===== src/rtl/mem_stage_pkg.sv =====
// Shared definitions for the EXE->MEM->WB boundary: bus widths, bus layouts and load opcodes.
// EXE and WB import this package so both ends of each bus agree on the field order.
package mem_stage_pkg;

    localparam int EXE_TO_MEM_WIDTH = 75;
    localparam int MEM_TO_WB_WIDTH  = 70;
    localparam int FWD_WIDTH        = 38;

    typedef enum logic [2:0] {
        OP_LDW  = 3'b000,
        OP_LDB  = 3'b001,
        OP_LDH  = 3'b010,
        OP_LDBU = 3'b011,
        OP_LDHU = 3'b100
    } mem_op_e;

    // Field order is the wire format; the first member lands in the MSBs.
    typedef struct packed {
        logic        mem_req;
        mem_op_e     mem_op;
        logic        res_from_mem;
        logic        rf_we;
        logic [4:0]  rf_waddr;
        logic [31:0] alu_result;
        logic [31:0] pc;
    } exe_to_mem_t;

    typedef struct packed {
        logic        rf_we;
        logic [4:0]  rf_waddr;
        logic [31:0] rf_wdata;
        logic [31:0] pc;
    } mem_to_wb_t;

    typedef struct packed {
        logic        rf_we;
        logic [4:0]  rf_waddr;
        logic [31:0] rf_wdata;
    } mem_fwd_t;

endpackage


===== src/rtl/mem_stage_load_align.sv =====
// Combinational load aligner: picks the addressed byte/half from the raw word and extends it.
// Misaligned LD.H/LD.HU never reaches here, so addr[0] is ignored for halfwords.
module mem_stage_load_align
    import mem_stage_pkg::*;
(
    input  mem_op_e     op,
    input  logic [1:0]  addr,
    input  logic [31:0] raw,
    output logic [31:0] result
);

    logic [7:0]  w_byte;
    logic [15:0] w_half;

    always_comb begin
        // NOTE: every output of a combinational block gets a default first, so no path infers a latch.
        w_byte = raw[7:0];
        case (addr)
            2'd1:    w_byte = raw[15:8];
            2'd2:    w_byte = raw[23:16];
            2'd3:    w_byte = raw[31:24];
            default: w_byte = raw[7:0];
        endcase
    end

    assign w_half = addr[1] ? raw[31:16] : raw[15:0];

    always_comb begin
        result = raw;
        case (op)
            OP_LDB:  result = {{24{w_byte[7]}}, w_byte};
            OP_LDH:  result = {{16{w_half[15]}}, w_half};
            OP_LDBU: result = {24'd0, w_byte};
            OP_LDHU: result = {16'd0, w_half};
            default: result = raw;
        endcase
    end

endmodule


===== src/rtl/mem_stage.sv =====
// MEM stage of the 5-stage pipeline: holds one instruction, waits for its data-SRAM response,
// aligns load data and hands the result to WB, with a bypass/stall bundle back to ID.
module mem_stage
    import mem_stage_pkg::*;
(
    input  logic                        clk,
    input  logic                        resetn,
    output logic                        mem_allowin,
    input  logic                        exe_to_mem_valid,
    input  logic [EXE_TO_MEM_WIDTH-1:0] exe_to_mem_wire,
    input  logic                        wb_allowin,
    output logic                        mem_to_wb_valid,
    output logic [MEM_TO_WB_WIDTH-1:0]  mem_to_wb_wire,
    input  logic                        data_sram_data_ok,
    input  logic [31:0]                 data_sram_rdata,
    output logic [FWD_WIDTH-1:0]        mem_fwd_zip,
    output logic                        mem_load_pending
);

    logic        r_mem_valid;
    logic        r_data_got;
    logic [31:0] r_rdata_buf;
    exe_to_mem_t r_payload;

    logic        w_ready_go;
    logic        w_load_in;
    logic        w_take_resp;
    logic [31:0] w_raw;
    logic [31:0] w_load_result;
    logic [31:0] w_rf_wdata;
    mem_to_wb_t  w_wb_bus;
    mem_fwd_t    w_fwd;

    assign w_ready_go   = ~r_payload.mem_req | r_data_got | data_sram_data_ok;
    assign mem_allowin  = ~r_mem_valid | (w_ready_go & wb_allowin);
    assign w_load_in    = exe_to_mem_valid & mem_allowin;
    // Only the first response for the resident instruction is kept; stray or late pulses are dropped.
    assign w_take_resp  = r_mem_valid & r_payload.mem_req & ~r_data_got & data_sram_data_ok;

    always_ff @(posedge clk or negedge resetn) begin
        // NOTE: sequential state uses non-blocking assignments so every register samples pre-edge values.
        if (!resetn) begin
            r_mem_valid <= 1'b0;
            r_data_got  <= 1'b0;
            r_rdata_buf <= 32'd0;
            r_payload   <= '0;
        end else begin
            if (mem_allowin) begin
                r_mem_valid <= exe_to_mem_valid;
            end
            if (w_load_in) begin
                r_payload  <= exe_to_mem_t'(exe_to_mem_wire);
                r_data_got <= 1'b0;
            end else if (w_take_resp) begin
                r_data_got <= 1'b1;
            end
            if (w_take_resp) begin
                r_rdata_buf <= data_sram_rdata;
            end
        end
    end

    assign w_raw = r_data_got ? r_rdata_buf : data_sram_rdata;

    mem_stage_load_align u_load_align (
        .op     (r_payload.mem_op),
        .addr   (r_payload.alu_result[1:0]),
        .raw    (w_raw),
        .result (w_load_result)
    );

    assign w_rf_wdata = r_payload.res_from_mem ? w_load_result : r_payload.alu_result;

    always_comb begin
        w_wb_bus.rf_we    = r_payload.rf_we;
        w_wb_bus.rf_waddr = r_payload.rf_waddr;
        w_wb_bus.rf_wdata = w_rf_wdata;
        w_wb_bus.pc       = r_payload.pc;

        w_fwd.rf_we       = r_payload.rf_we & r_mem_valid;
        w_fwd.rf_waddr    = r_payload.rf_waddr;
        w_fwd.rf_wdata    = w_rf_wdata;
    end

    assign mem_to_wb_valid  = r_mem_valid & w_ready_go;
    assign mem_to_wb_wire   = w_wb_bus;
    assign mem_fwd_zip      = w_fwd;
    assign mem_load_pending = r_mem_valid & r_payload.res_from_mem & ~w_ready_go;

endmodule


===== config.mk =====
export PLATFORM = sky130hd
export DESIGN_NAME = mem_stage
export DESIGN_NICKNAME = d
export VERILOG_FILES = /design/src/rtl/mem_stage_pkg.sv /design/src/rtl/mem_stage_load_align.sv /design/src/rtl/mem_stage.sv
export SDC_FILE = /design/constraint.sdc
export NUM_CORES = 1
export LEC_CHECK = 0
export CORE_UTILIZATION = 50
export CTS_BUF_LIST = sky130_fd_sc_hd__clkbuf_16
export CTS_CLUSTER_DIAMETER = 120
export CTS_CLUSTER_SIZE = 30
export DETAILED_ROUTE_END_ITERATION = 8
export PLACE_DENSITY = 0.89
export SETUP_SLACK_MARGIN = 0.1
export SLEW_MARGIN = 40
export SYNTH_ARGS = -nofsm -noshare
export SYNTH_HDL_FRONTEND = slang
export SYNTH_SLANG_ARGS = --single-unit

===== constraint.sdc =====
create_clock -name clk -period 8.1 [get_ports clk]
set_input_delay 2.43 -clock clk [delete_from_list [all_inputs] [get_ports clk]]
set_output_delay 2.43 -clock clk [all_outputs]
set_load 0.005 [all_outputs]

==> metrics <==
gpl congestion=0.934; Ports=223; buffers added on ports=222; Hold Startpoint=mem_to_wb_wire[10]; register bit total from synthesis=109; Crit Path Category=in2out; syn nets=660; Initial DRC Count=256; TritonCTS Buffers=9; Buf/Inv on CP=2; final worst slack=820 ps; sequential share of the synthesized area=0.428; Synth area leader=dfrtp_1; total negative slack=0 ps; synthesized area per cell=11.6 µm²; CORE AREA=0.0122 mm²; slowest stage delay, CP=520 ps; Reg area=0.00273 mm²; Post-synth EDFFs=0; worst-path fanout max=15; Die ar.=0.0132 mm²; cts hold-fix bufs=0; fill cell count=917; predominant post-synthesis flop cell=dfrtp_1; site row count=40; status=complete, no violations; antenna viol nets, final=0; Initial Utilization=0.522; H-tree depth=3; Via Count=4,829; Syn Inst Count=548; Layout area overhead=31.9%; antenna violations before repair=0; n_diodes=0; Synth Area in Compound Gates=0.0826; Yosys top cell area share=0.428; maximum VDD drop=0.188 mV; xor/xnor cell area share of the yosys netlist=0.00255; main combinational cell family by area after synthesis=multiplexers; Horiz. Die Dim=115 µm; max frequency=0.137 GHz; drt wl/cell=19.7 µm; synth top area cells=dfrtp_1 (43%), mux2_2 (23%), buf_4 (9.2%); Mapped Area=0.00638 mm²; WP data arrival=4850 ps; Crit path max-delay family=buffers and inverters; unrepaired setup endpoints after global routing=no; origin of the critical flop-to-flop path=r_data_got; Yosys warnings=0; vias in the first global route=5,105; Nets=787; Period minus WS final=7280 ps; min-delay worst type=reg2reg; CTS tree=done; fin crit share=0.899; adder-cell share of the synthesized area=0; Die Y-Extent=115 µm; post-CTS setup repair buffer count=0; Total GRT Usage=0.266; most frequent CP cell=clkdlybuf4s50_1; Root Buffer=clkbuf_16; Max-cap violations=0; drt drc=0; clk_lat worst skew=350 ps; Post-Place Worst Slack=819 ps; max-slew violations=0; final number of setup-violating endpoints=0; Crit path required time=5670 ps; Fin Hold WS=507 ps; Slew @ Worst Pin=821 ps; Fin. Hold Viols=0; simple-gate share of the synthesized area=0.0639; power density cells=286 mW/mm²; most frequent cells in the layout=clkdlybuf4s50_1 (221), mux2_2 (131), dfrtp_1 (107); Setup crit start kind=primary input; nature of the critical path endpoint=primary output; critical path, cell by cell=clkdlybuf4s50_1, mux4_1, nand2b_1, a31oi_4, a31oi_1, clkdlybuf4s50_1; commonest non-fill, non-tap cell in the layout=clkdlybuf4s50_1; Post-DP HPWL=12,500 µm; Slew HR=0.452; Avg Vias per Cell=5.69; clk slew on worst S/H paths=70 ps; Post-Layout Cell Count=848; post_cts resized=0; Final Instance Area=0.00842 mm²; Multi-input gate area=0.00285 mm²; leakage=0.00337 µW; share of cells above drive strength 1=0.257; TritonRoute pass-1 iters=4; Placed Cells=832; area of placed instances=0.00810 mm²; gr ovfl total=0; mux cell area share after synthesis=0.295; asr flop ratio synth=1.00; DRT Wirelength=16,700 µm; Slowest-stage cell, CP=clkdlybuf4s50_1; Synth cell types=49; Sink Count=109; largest net degree at the start of global routing=76; CTS max path bufs=2; Critical path origin=data_sram_rdata[31]; first-pass GRT wire length=26,600 µm; Final Skew=5.22 ps
cell type report:
cell class	instances	area share
Clock buffer	9	0.0268
Inverter	5	0.00223
Timing Repair Buffer	227	0.271
Sequential cell	109	0.325
Clock inverter	7	0.0116
Tap cell	168	0.0250
Multi-Input combinational cell	323	0.339
final timing paths:
check	endpoint	slack [ps]	cells past startpoint
worst max-delay path	mem_to_wb_wire[63]	820	6
worst min-delay path	mem_to_wb_wire[10]	510	1
worst max register to register	mem_fwd_zip[34]	6180	4
worst min register to register	mem_to_wb_wire[10]	510	1
max in group asynchronous	r_data_got	5220	3
min in group asynchronous	r_rdata_buf[29]	1860	1
synth_stat cells (3+ instances only):
library cell,n
dfrtp_1,109
buf_2,10
nand2_1,23
mux2i_1,18
a21oi_1,12
nor2b_1,4
buf_6,10
a31o_2,3
inv_1,4
nand2b_1,3
a31oi_1,25
a22oi_1,3
mux2_2,131
nor3_1,4
a221oi_1,5
buf_4,78
o21ai_0,3
mux4_2,9
clkbuf_1,12
nor2_1,43
power breakdown:
group / internal (µW) / leakage [µW] / switching (µW)
clock network: 273 / 0.000152 / 208
registers: 708 / 0.00127 / 140
logic: 662 / 0.00195 / 421
total: 1640 / 0.00337 / 768
logic make-up (layout without fill, tap and decap cells):
kind of cell,count (synthesis),after routing
xor gates and xnor gates,1,1
DFF,109,109
AOI/OAI and AO/OA,74,74
muxes,159,159
and+or+nand+nor,89,89
buffers and inverters,116,248
per-stage QoR:
step           total power [µW]  utilization
2_1_floorplan              1520            -
3_3_place_gp               1890        0.659
3_5_place_dp               1940        0.663
4_1_cts                    2430        0.689
5_1_grt                    2550        0.689
6_report                   2410        0.689
metal layers:
metal,vias to the layer above,part of all wire,global-route usage
met5,-,0,0
met4,0,0.041,0.140
met3,48,0.095,0.0764
met2,269,0.50,0.456
met1,2364,0.37,0.303
li1,2148,-,-
registers in the layout (all words and copies together) (netlist names):
register        flops
r_payload          37
mem_to_wb_wire     33
r_rdata_buf        32
mem_fwd_zip         5
r_data_got          1
r_mem_valid         1
worst reg2reg max path: stages (launching register included):
cell	delay (ps)
dfrtp_2	430
nor3b_1	300
o21ai_2	170
nand2_8	430
mux2_2	480
Power figures use the tool's default switching activity.
